**src/rtl/uart_boot_loader_pkg.sv**
```systemverilog
// Frame constants, error codes and loader FSM states shared by the
// boot loader and its bench.
package uart_boot_loader_pkg;

   localparam logic [7:0] SYNC0 = 8'hA5;
   localparam logic [7:0] SYNC1 = 8'h5A;

   localparam logic [1:0] ERR_TIMEOUT = 2'd0;
   localparam logic [1:0] ERR_CSUM    = 2'd1;
   localparam logic [1:0] ERR_OVERRUN = 2'd2;
   localparam logic [1:0] ERR_ALIGN   = 2'd3;

   typedef enum logic [3:0] {
      ST_IDLE,
      ST_SYNC1,
      ST_ADDR,
      ST_LEN,
      ST_DATA,
      ST_CSUM,
      ST_WAIT,
      ST_DONE,
      ST_ERR
   } state_t;

endpackage

```
**src/rtl/uart_boot_loader.sv**
```systemverilog
// Parses framed boot images from the UART byte stream and writes the
// decoded words to memory over the single-word SoC bus.
module uart_boot_loader
   import uart_boot_loader_pkg::*;
#(
   parameter int CLOCK_FREQ     = 62500000,
   parameter int TIMEOUT_CYCLES = CLOCK_FREQ / 10
) (
   input  logic        clk,
   input  logic        rst,
   input  logic        rxnew,
   input  logic [7:0]  rxdata,
   output logic [31:0] mem_a,
   output logic [31:0] mem_d,
   output logic        mem_we,
   input  logic        mem_ready,
   output logic        boot_active,
   output logic        done,
   output logic        err,
   output logic [1:0]  err_code
);

   state_t      state;
   logic [1:0]  cnt;
   logic [31:0] base;
   logic [7:0]  len_hi;
   logic [15:0] nwords;
   logic [15:0] wcnt;
   logic [15:0] index;
   logic [23:0] sh;
   logic [7:0]  csum;
   logic [31:0] tcnt;
   logic        fin_ok;

   logic        accept;
   logic        stuck;
   logic        active;
   logic        tmo;
   logic        csum_ok;
   logic [15:0] idx_n;
   logic [15:0] len;

   assign accept  = mem_we && mem_ready;
   assign stuck   = mem_we && !mem_ready;
   assign idx_n   = accept ? index + 16'd1 : index;
   assign len     = {len_hi, rxdata};
   assign csum_ok = (csum == rxdata);
   assign active  = state inside {ST_SYNC1, ST_ADDR, ST_LEN,
                                  ST_DATA, ST_CSUM, ST_WAIT};
   assign tmo     = active && !rxnew &&
                    (tcnt == 32'(TIMEOUT_CYCLES - 1));

   always_ff @(posedge clk) begin
      if (rst) begin
         state       <= ST_IDLE;
         cnt         <= '0;
         base        <= '0;
         len_hi      <= '0;
         nwords      <= '0;
         wcnt        <= '0;
         index       <= '0;
         sh          <= '0;
         csum        <= '0;
         tcnt        <= '0;
         fin_ok      <= 1'b0;
         mem_a       <= '0;
         mem_d       <= '0;
         mem_we      <= 1'b0;
         boot_active <= 1'b0;
         done        <= 1'b0;
         err         <= 1'b0;
         err_code    <= ERR_TIMEOUT;
      end else begin
         // Acceptance first: a word finishing this cycle may reissue.
         if (accept) begin
            mem_we <= 1'b0;
            index  <= index + 16'd1;
         end
         if (active)
            tcnt <= rxnew ? '0 : tcnt + 32'd1;

         if (tmo) begin
            state       <= ST_ERR;
            err         <= 1'b1;
            err_code    <= ERR_TIMEOUT;
            mem_we      <= 1'b0;
            boot_active <= 1'b0;
         end else if (state == ST_WAIT) begin
            if (accept) begin
               state       <= fin_ok ? ST_DONE : ST_ERR;
               done        <= fin_ok;
               err         <= !fin_ok;
               err_code    <= fin_ok ? ERR_TIMEOUT : ERR_CSUM;
               boot_active <= 1'b0;
            end
         end else if (rxnew) begin
            unique case (state)
               ST_IDLE, ST_DONE, ST_ERR: begin
                  if (rxdata == SYNC0) begin
                     state    <= ST_SYNC1;
                     done     <= 1'b0;
                     err      <= 1'b0;
                     err_code <= ERR_TIMEOUT;
                     tcnt     <= '0;
                  end
               end
               ST_SYNC1: begin
                  if (rxdata == SYNC1) begin
                     state       <= ST_ADDR;
                     boot_active <= 1'b1;
                     cnt         <= '0;
                     index       <= '0;
                     csum        <= '0;
                  end else if (rxdata != SYNC0) begin
                     state <= ST_IDLE;
                  end
               end
               ST_ADDR: begin
                  base <= {base[23:0], rxdata};
                  cnt  <= cnt + 2'd1;
                  if (cnt == 2'd3) begin
                     if (rxdata[1:0] != 2'b00) begin
                        state       <= ST_ERR;
                        err         <= 1'b1;
                        err_code    <= ERR_ALIGN;
                        boot_active <= 1'b0;
                     end else begin
                        state <= ST_LEN;
                     end
                  end
               end
               ST_LEN: begin
                  len_hi <= rxdata;
                  cnt    <= cnt + 2'd1;
                  if (cnt == 2'd1) begin
                     nwords <= len;
                     wcnt   <= '0;
                     cnt    <= '0;
                     state  <= (len == 16'd0) ? ST_CSUM : ST_DATA;
                  end
               end
               ST_DATA: begin
                  sh   <= {sh[15:0], rxdata};
                  csum <= csum + rxdata;
                  cnt  <= cnt + 2'd1;
                  if (cnt == 2'd3) begin
                     if (stuck) begin
                        state       <= ST_ERR;
                        err         <= 1'b1;
                        err_code    <= ERR_OVERRUN;
                        mem_we      <= 1'b0;
                        boot_active <= 1'b0;
                     end else begin
                        mem_d  <= {sh, rxdata};
                        mem_a  <= base + {14'd0, idx_n, 2'b00};
                        mem_we <= 1'b1;
                        wcnt   <= wcnt + 16'd1;
                        if (wcnt == nwords - 16'd1)
                           state <= ST_CSUM;
                     end
                  end
               end
               ST_CSUM: begin
                  // Hold off DONE/ERR until the last write is taken.
                  if (stuck) begin
                     state  <= ST_WAIT;
                     fin_ok <= csum_ok;
                  end else begin
                     state       <= csum_ok ? ST_DONE : ST_ERR;
                     done        <= csum_ok;
                     err         <= !csum_ok;
                     err_code    <= csum_ok ? ERR_TIMEOUT : ERR_CSUM;
                     boot_active <= 1'b0;
                  end
               end
               default: ;
            endcase
         end
      end
   end

endmodule

```
**config.mk**
```make
export PLATFORM = sky130hd
export DESIGN_NAME = uart_boot_loader
export DESIGN_NICKNAME = d
export VERILOG_FILES = /design/src/rtl/uart_boot_loader_pkg.sv /design/src/rtl/uart_boot_loader.sv
export SDC_FILE = /design/constraint.sdc
export NUM_CORES = 1
export LEC_CHECK = 0
export CAP_MARGIN = 20
export CORE_MARGIN = 10
export CORE_UTILIZATION = 53
export CTS_BUF_LIST = sky130_fd_sc_hd__clkbuf_16
export DETAILED_ROUTE_END_ITERATION = 8
export PLACE_DENSITY = 0.76
export SETUP_SLACK_MARGIN = 0.3
export SLEW_MARGIN = 20
export SYNTH_ARGS = -nofsm -noshare
export SYNTH_HDL_FRONTEND = slang
export SYNTH_SLANG_ARGS = --single-unit
```
**constraint.sdc**
```tcl
create_clock -name clk -period 3.5 [get_ports clk]
set_input_delay 0.7 -clock clk [delete_from_list [all_inputs] [get_ports clk]]
set_output_delay 0.7 -clock clk [all_outputs]
set_load 0.005 [all_outputs]
```
# Yosys cells after proc, flatten, opt, wreduce, memory -nomap -nowiden
# Index checks and enable logic that the tools add are counted.
[op_classes] add_sub_neg=7 eq_ne=41 n_mux=84 bitwise_logic=3 n_reduce_logical=41
[ops] cell="$mux 32" n=7
[ops] cell="$mux 16" n=9
[ops] cell="$mux 4" n=16
[ops] cell="$reduce_and 9->1" n=5
[ops] cell="$add 16x1->16 const B" n=2
[ops] cell="$add 32x1->32 const B" n=1
[ops] cell="$add 32x18->32" n=1
[ops] cell="$eq 32x23->1 const B" n=1
[ops] cell="$mux 1" n=32
[ops] cell="$pmux 16 s2" n=1
[ops] cell="$pmux 4 s6" n=1
[ops] cell="$mux 2" n=11
[ops] cell="$ne 4x2->1 const B" n=5
[ops] cell="$reduce_and 5->1" n=4
[ops] cell="$eq 16x16->1" n=1
[ops] cell="$eq 4x3->1 const B" n=4
[ops] cell="$logic_not 16->1" n=1
[ops] cell="$pmux 8 s2" n=1
[ops] cell="$sub 16x1->16 const B" n=1
[ops] cell="$ne 3x1->1 const B" n=5
[ops] cell="$reduce_and 4->1" n=3
[ops] cell="$reduce_and 6->1" n=2
[ops] cell="$reduce_bool 6->1" n=2
[ops] cell="$reduce_bool 5->1" n=2
[ops] cell="other kinds (36)" n=58
[totals] regBits=229 in_bits=12 word_cells=195

# Depth between registers and ports, before layout
# Gate-level depths: netlist of the first run.
[logic_depth] depth_word=9 depth_mapped=15 mapped_depth_nobuf=15

# Worst setup path before layout of the first run
# No wires, ideal clock.
[synth_path] path_kind="in2reg" start="input port mem_ready" end="register mem_a[25]" setup_ns=0.086 t_arrival_ns=3.482 required_ns=3.414 slack_ns=-0.067 path_stages=15 path_buffers=0 path_cell_list="and2_1 nand4_1 nor2_1 and2_1 nand3_1 xnor2_1 ha_1 and4_1 nand2_1 inv_1 nand4_1 a311oi_1 o2111ai_1 xor2_1 a211oi_1"
[synth_via] elab_chain_len=4 elab_cells_between_ends=7
[synth_lines] item="from (decl)" line_no="uart_boot_loader.sv:16" text="input logic mem_ready,"
[synth_lines] item="parallel branches: the longest is 4 deep, another holds $add 32x18->32"
[synth_lines] item="to (signal assigned)" line_no="uart_boot_loader.sv:155" text="mem_a <= base + {14'd0, idx_n, 2'b00};"
[synth_lines] item="to (decl)" line_no="uart_boot_loader.sv:13" text="output logic [31:0] mem_a,"
# Parallel ways; which one is timed is not known.
# A chain may end at the register's enable or synchronous reset.

# Worst setup path in the final report of the first run
[layout_path] start="register index[0]" end="register mem_a[21]"
[layout_via] elab_chain_len=3
[layout_lines] item="from (decl)" line_no="uart_boot_loader.sv:29" text="logic [15:0] index;"
[layout_lines] item="from (signal assigned)" line_no="uart_boot_loader.sv:77" text="index <= index + 16'd1;"
[layout_lines] item="$add 16x1->16" line_no="uart_boot_loader.sv:45" text="assign idx_n = accept ? index + 16'd1 : index;"
[layout_lines] item="$mux 16 *" line_no="uart_boot_loader.sv:45"
[layout_lines] item="$add 32x18->32 *" line_no="uart_boot_loader.sv:155"
# Every way passes the cells marked *; elsewhere a longest branch is shown, timed or not.

==> impl_metrics.yaml, run 1 <==
placement:
  postPlaceCellArea_sq_um: 12480
  io_buffers: 81
  dp_cells: 1740
  place.gp.congestion: 0.9188
  detailed_place_hpwl_um: 19290
detailed_routing:
  routedWlPerCell_um: 15.40
  remaining_drc_errors: 0
  finalWirelength_um: 27650
  detailedRoute.firstPassIterationCount: 5
  first_iter_violations: 591
  vias_per_cell: 5.558
  via_count: 9976
  route.antenna.remaining_nets: 0
clock_tree:
  postCtsHoldBufs: 0
  clock_sinks: 229
  path_clk_slew_ps: 60
  cts_inserted_buffers: 24
  clock_tree.buffer_depth: 3
  clk_latency_ps: 520
  clock_root_cell: "clkbuf_16"
  clock_tree_from_tritoncts: "yes"
  cts.htree.levels: 1
logic_synthesis:
  synth.net_count: 1425
  synth_enable_flop_cells: 0
  portion_of_the_post_synthesis_area_used_by_sequential_elements_pct: 41.98
  ys_types: 69
  synth_cells: 1381
  top_ff_cell_synth: "dfxtp_1"
  syn-cell-area_sq_um: 10920
  ys_ff_latch: 229
  syn-mean-instance-area_sq_um: 7.907
  asr_flop_ratio_synth_pct: 0
  yosysWarningCount: 0
sta:
  final-max-slew-violation-count: 0
  hold_slack_ps: 452.9
  hold_violations: 0
  min_period_ps: 3284
  rsz0062_at_grt: "yes"
  clock_skew_ps: 17.39
  slew_headroom_pct: 46.96
  fmax_mhz: 304.5
  worst-slew-pin-transition_ps: 792.7
  final-setup-viol-count: 0
  min_period_over_period_pct: 93.82
layout:
  layout.cells.most_common: "nand2_1"
  layout.filler_cells: 1707
  fraction_of_layout_cells_with_a_size_suffix_above_1_pct: 11.80
  area.growth.synth_to_final_pct: 23.10
  fin_area_sq_um: 13440
  antenna_cells: 0
  most-common-layout-cells: "nand2_1 (289), dfxtp_1 (226), a21oi_1 (169)"
  final_core_util_pct: 66.43
  final_nets: 1553
  final_cells: 1795
pwr:
  power-per-cell-area_nw_per_um2: 387.7
  leakage_uw: 0.004945
  peakVddDrop_uv: 393.0
worst_setup_path:
  critPathMostFrequentCell: "nand4_1"
  ff2ff_setup_slack_ps: 220
  critical_path_sink_type: "flop"
  critical_path.startpoint_type: "flop"
  crit_fanout: 8
  timing.critical_path.required_ps: 3940
  path_cells: "ha_4 -> nand4_1 -> nor2_2 -> and2_4 -> nand3_2 -> xnor2_2 -> ha_1 -> and4_4 -> nand2_2 -> inv_2 -> nand4_1 -> a311oi_4 -> buf_4 -> o21ai_2 -> xor2_1 -> a211oi_1"
  max_stage_delay_ps: 610
  criticalPathCategory: "reg2reg"
  crit_arrival_ps: 3720
  critical_path.slowest_cell: "a311oi_4"
status:
  run_status: "finished, final reports clean"
job:
  cap_violations: 0
grt:
  grt_max_degree: 77
  number_of_antenna_violations_at_the_first_check_in_global_routing: 0
  groute.usage.overall_pct: 20.03
  grt_remaining_overflow: 0
  via_count_of_the_first_global_routing_pass: 9391
  grt_pass1_wl_um: 45920
die:
  fp.dieW_um: 163.5
  start_util_pct: 53.96
  fp.coreArea_sq_um: 20230
  die-area_sq_um: 26740
  io_pins: 82
  floorplan.rows: 52
  die_height_um: 163.5
worst_hold_path:
  min-delay-path-class: "reg2reg"
area by class of cell:
| type | count | area, sq um | area share, % |
|---|---|---|---|
| Clock inverter | 18 | 122.6 | 0.9122 |
| Timing Repair Buffer | 175 | 1546 | 11.51 |
| Clock buffer | 24 | 600.6 | 4.468 |
| Tap cell | 270 | 337.8 | 2.513 |
| Multi-Input combinational cell | 1060 | 6172 | 45.92 |
| Inverter | 19 | 71.32 | 0.5306 |
| Sequential cell | 229 | 4591 | 34.15 |
final timing paths:
kind                                              from                      to  cells past startpoint
worst max-delay path               index[0]$_SDFF_PP0_  mem_a[21]$_SDFFE_PP0P_                     16
worst min-delay path            mem_d[19]$_SDFFE_PP0P_  mem_d[19]$_SDFFE_PP0P_                      2
worst max register to register     index[0]$_SDFF_PP0_  mem_a[21]$_SDFFE_PP0P_                     16
worst min register to register  mem_d[19]$_SDFFE_PP0P_  mem_d[19]$_SDFFE_PP0P_                      2
Yosys cell counts (all sizes together), types with 3 or more instances:
cell type,number,area [sq um]
nand2,290,1089
dfxtp,229,4584
a21oi,169,845.8
nor2,143,536.8
clkbuf,67,251.5
xor2,56,490.5
xnor2,45,394.1
nand3,43,215.2
ha,30,375.4
o21ai,25,136.4
a211oi,24,180.2
and3,23,143.9
nor2b,23,143.9
nor3,20,105.1
inv,19,71.32
mux2i,16,160.2
nand4,15,93.84
nand2b,12,75.07
a21o,11,82.58
or3,11,73.82
nor4,10,68.81
a22oi,7,52.55
a31oi,7,43.79
buf,6,23.77
or2,6,37.54
and2,5,31.28
and4,5,43.79
or4,5,41.29
nor3b,4,30.03
o21a,4,30.03
o21bai,4,30.03
o31ai,4,30.03
nand4b,3,26.28
o2111ai,3,26.28
o211ai,3,22.52
sequential cells by signal, indices dropped and copies added (netlist names):
signal	count
base	32
mem_a	32
mem_d	32
tcnt	32
sh	24
index	16
nwords	16
wcnt	16
csum	8
len_hi	8
state	4
cnt	2
err_code	2
boot_active	1
done	1
err	1
fin_ok	1
mem_we	1
metal layers:
metal	wire length, um	vias to the layer above	track usage (%)
met4	481	0	4.874
met3	1690	47	3.624
met2	12610	237	32.53
li1	-	4980	-
met5	0	-	0
met1	12870	4712	26.97
where the power goes:
group | internal [uW] | switching, uW | leakage, uW
Clock | 1320 | 1030 | 0.000354
Sequential | 2610 | 9.70 | 0.00185
Combinational | 78.8 | 159 | 0.00275
critical path, delay by kind of cell, from the launching register on:
| family | cells | cell delay (ps) |
|---|---|---|
| compound gates | 3 | 840 |
| xor+xnor | 2 | 290 |
| fa+ha+maj | 2 | 440 |
| buf+inv | 2 | 270 |
| flops | 1 | 360 |
| simple gates | 7 | 1020 |
per-stage QoR:
| step | setup WS [ps] | setup TNS, ps | total power (uW) |
|---|---|---|---|
| after floorplan | 125.9 | 0 | 2827 |
| after global placement | -514.1 | -6751 | 2914 |
| after detailed placement | -600.8 | -8180 | 2915 |
| after CTS | 312.4 | 0 | 5252 |
| after global routing | 34.92 | 0 | 5382 |
| final | 216.4 | 0 | 5212 |
what timing repair did:
action / CTS / global route
resized for setup: 21 / 20
pin swaps: 13 / 21
buffers inserted: 6 / 7
endpoints found under the hold margin: 0 / 0
endpoints found under the setup margin: 17 / 18
kinds of logic (layout without fill, tap and decap cells):
kind of cell / Yosys count / in the layout / share of synthesized area (%)
simple gates: 628 / 628 / 26.07
compound gates: 281 / 281 / 15.19
flops: 229 / 229 / 41.98
buf+inv: 92 / 236 / 3.174
mux: 18 / 18 / 1.673
fa+ha+maj: 32 / 32 / 3.804
xor+xnor: 101 / 101 / 8.101
Power figures use the tool's default switching activity.
==> run 2: changes to the inputs <==
--- a/config.mk
+++ b/config.mk
@@ -7,7 +7,7 @@
 export LEC_CHECK = 0
 export CAP_MARGIN = 20
 export CORE_MARGIN = 10
-export CORE_UTILIZATION = 53
+export CORE_UTILIZATION = 55
 export CTS_BUF_LIST = sky130_fd_sc_hd__clkbuf_16
 export DETAILED_ROUTE_END_ITERATION = 8
 export PLACE_DENSITY = 0.76
==> constraint.sdc (replaced) <==
create_clock -name clk -period 3.4 [get_ports clk]
set_input_delay 0.68 -clock clk [delete_from_list [all_inputs] [get_ports clk]]
set_output_delay 0.68 -clock clk [all_outputs]
set_load 0.005 [all_outputs]
==> run 2 against run 1 <==
  * Clock power increased by 11%
  * Sequential share of layout area decreased by 0.47 points
  * Combinational power increased by 6%
  * Maximum frequency increased by 2.8%
  * Sequential power increased by 3%
  * Die area decreased by 3.2%
  * Worst setup slack got worse by 10 ps
  * Cell count increased by 0.50%
  * Register-to-register slack about the same
  * Critical path depth increased by 1
  * Flip-flop and latch count unchanged
  * Power increased by 6.8%
==> impl_metrics.yaml, run 2 (synthesis results as in run 1) <==
layout:
  fraction_of_layout_cells_with_a_size_suffix_above_1_pct: 12.87
  final_nets: 1565
  layout.cells.most_common: "nand2_1"
  multi_input_comb_area_sq_um: 6218
  area.growth.synth_to_final_pct: 24.87
  layout.filler_cells: 1580
  most-common-layout-cells: "nand2_1 (289), dfxtp_1 (227), a21oi_1 (167)"
  fin_area_sq_um: 13630
  ff_latch_area_sq_um: 4592
  final_core_util_pct: 69.83
  antenna_cells: 0
pwr:
  total_power_uw: 5568
  peakVddDrop_uv: 365.6
  power-per-cell-area_nw_per_um2: 408.3
  leakage_uw: 0.005045
placement:
  place_ws_ps: -720.1
  detailed_place_hpwl_um: 19230
  postPlaceCellArea_sq_um: 12610
  place.gp.congestion: 0.9297
  io_buffers: 81
die:
  fp.coreArea_sq_um: 19530
  die-area_sq_um: 25890
  start_util_pct: 55.92
  floorplan.rows: 51
  fp.dieW_um: 160.9
  die_height_um: 160.9
  io_pins: 82
job:
  cap_violations: 0
sta:
  fmax_mhz: 313.1
  hold_violations: 0
  slew_headroom_pct: 46.75
  setup_slack_ps: 206.1
  rsz0062_at_grt: "yes"
  min_period_over_period_pct: 93.94
  worst-slew-pin-transition_ps: 795.8
  final-max-slew-violation-count: 0
  clock_skew_ps: 16.24
  final-setup-viol-count: 0
  min_period_ps: 3194
grt:
  grt_pass1_wl_um: 46910
  groute.usage.overall_pct: 20.83
  via_count_of_the_first_global_routing_pass: 9686
  number_of_antenna_violations_at_the_first_check_in_global_routing: 0
  grt_remaining_overflow: 0
  grt_max_degree: 50
clock_tree:
  cts_inserted_buffers: 24
  postCtsHoldBufs: 0
  clock_root_cell: "clkbuf_16"
  path_clk_slew_ps: 70
  cts.htree.levels: 1
  clock_sinks: 229
  clock_tree_from_tritoncts: "yes"
  clk_latency_ps: 530
  clock_tree.buffer_depth: 3
detailed_routing:
  remaining_drc_errors: 0
  finalWirelength_um: 27960
  first_iter_violations: 627
  via_count: 10000
  detailedRoute.firstPassIterationCount: 5
  vias_per_cell: 5.543
  routedWlPerCell_um: 15.50
  route.antenna.remaining_nets: 0
status:
  run_status: "finished, final reports clean"
worst_setup_path:
  critical_path_sink_type: "flop"
  critical_path.startpoint_type: "flop"
  crit_arrival_ps: 3650
  criticalPathCategory: "reg2reg"
  crit_fanout: 8
  timing.critical_path.required_ps: 3860
  ff2ff_setup_slack_ps: 210
worst_hold_path:
  min-delay-path-class: "reg2reg"
==> run 2: cell count changes in the layout (fill, tap and decap cells not counted), sizes merged <==
cell      before  now
buf           95  108
bufinv         1    3
clkbuf        25   24
clkinvlp       3    2
inv           21   22
==> run 2: worst max-delay path: stages (launching register included) <==
cell and delay (ps):
dfxtp_4 360, ha_4 130, nand4_1 150, nor2_2 160, and2_4 180, nand3_4 80
xnor2_2 150, ha_1 320, buf_6 100, and4_4 200, nand2_2 50, inv_2 50
nand4_1 160, a311oi_2 280, buf_4 220, o2111ai_4 130, xor2_2 180, a211oi_2 210
==> run 2: final cells by class <==
cell class                 count  area share (%)
clock buffer                  24           4.405
clock inverter                20           1.386
inverter                      19          0.5231
multi-input combinational   1060           45.61
sequential                   229           33.68
tap                          265           2.432
timing repair buffer         187           11.97
==> run 2: stage by stage <==
stage / hold slack (ps) / cells / setup TNS (ps)
after floorplan: 432.1 / 1381 / 0
after global placement: 439.5 / 1752 / -9861
after detailed placement: 446.6 / 1752 / -11610
after CTS: 455.4 / 1798 / 0
after global routing: 473.4 / 1804 / -27.62
final: 453.7 / 1804 / 0
==> run 2: power by group <==
part | total [uW] | leakage, uW | switching, uW | internal, uW
Clock | 2620 | 0.000393 | 1100 | 1520
Combinational | 251 | 0.00281 | 168 | 82.9
Sequential | 2700 | 0.00185 | 7.06 | 2690
==> run 2: final timing paths <==
path                                from                      to  cells past startpoint
hold / removal    mem_d[17]$_SDFFE_PP0P_  mem_d[17]$_SDFFE_PP0P_                      2
setup reg to reg     index[1]$_SDFF_PP0_  mem_a[25]$_SDFFE_PP0P_                     17
hold reg to reg   mem_d[17]$_SDFFE_PP0P_  mem_d[17]$_SDFFE_PP0P_                      2
setup / recovery     index[1]$_SDFF_PP0_  mem_a[25]$_SDFFE_PP0P_                     17
==> run 2: what timing repair did <==
item,4_1_cts,5_1_grt
pin swaps,14,21
buffers inserted,2,6
setup endpoints to repair,21,22
gates resized for setup,15,32
==> run 2: routing by layer <==
metal	routed length (um)	track usage (%)	up-vias	part of all wire [%]
met5	0	0	-	0
met4	393	4.797	0	1.4
met3	1703	4.116	35	6.1
met2	13280	34.61	241	47
met1	12580	27.27	4716	45
li1	-	-	5008	-
==> run 3: changes to the inputs <==
--- a/config.mk
+++ b/config.mk
@@ -10,6 +10,7 @@
 export CORE_UTILIZATION = 55
 export CTS_BUF_LIST = sky130_fd_sc_hd__clkbuf_16
 export DETAILED_ROUTE_END_ITERATION = 8
+export HOLD_SLACK_MARGIN = 0.15
 export PLACE_DENSITY = 0.76
 export SETUP_SLACK_MARGIN = 0.3
 export SLEW_MARGIN = 20
==> results of run 3 <==
Final layout, timing and power as in run 2 (identical DEF).
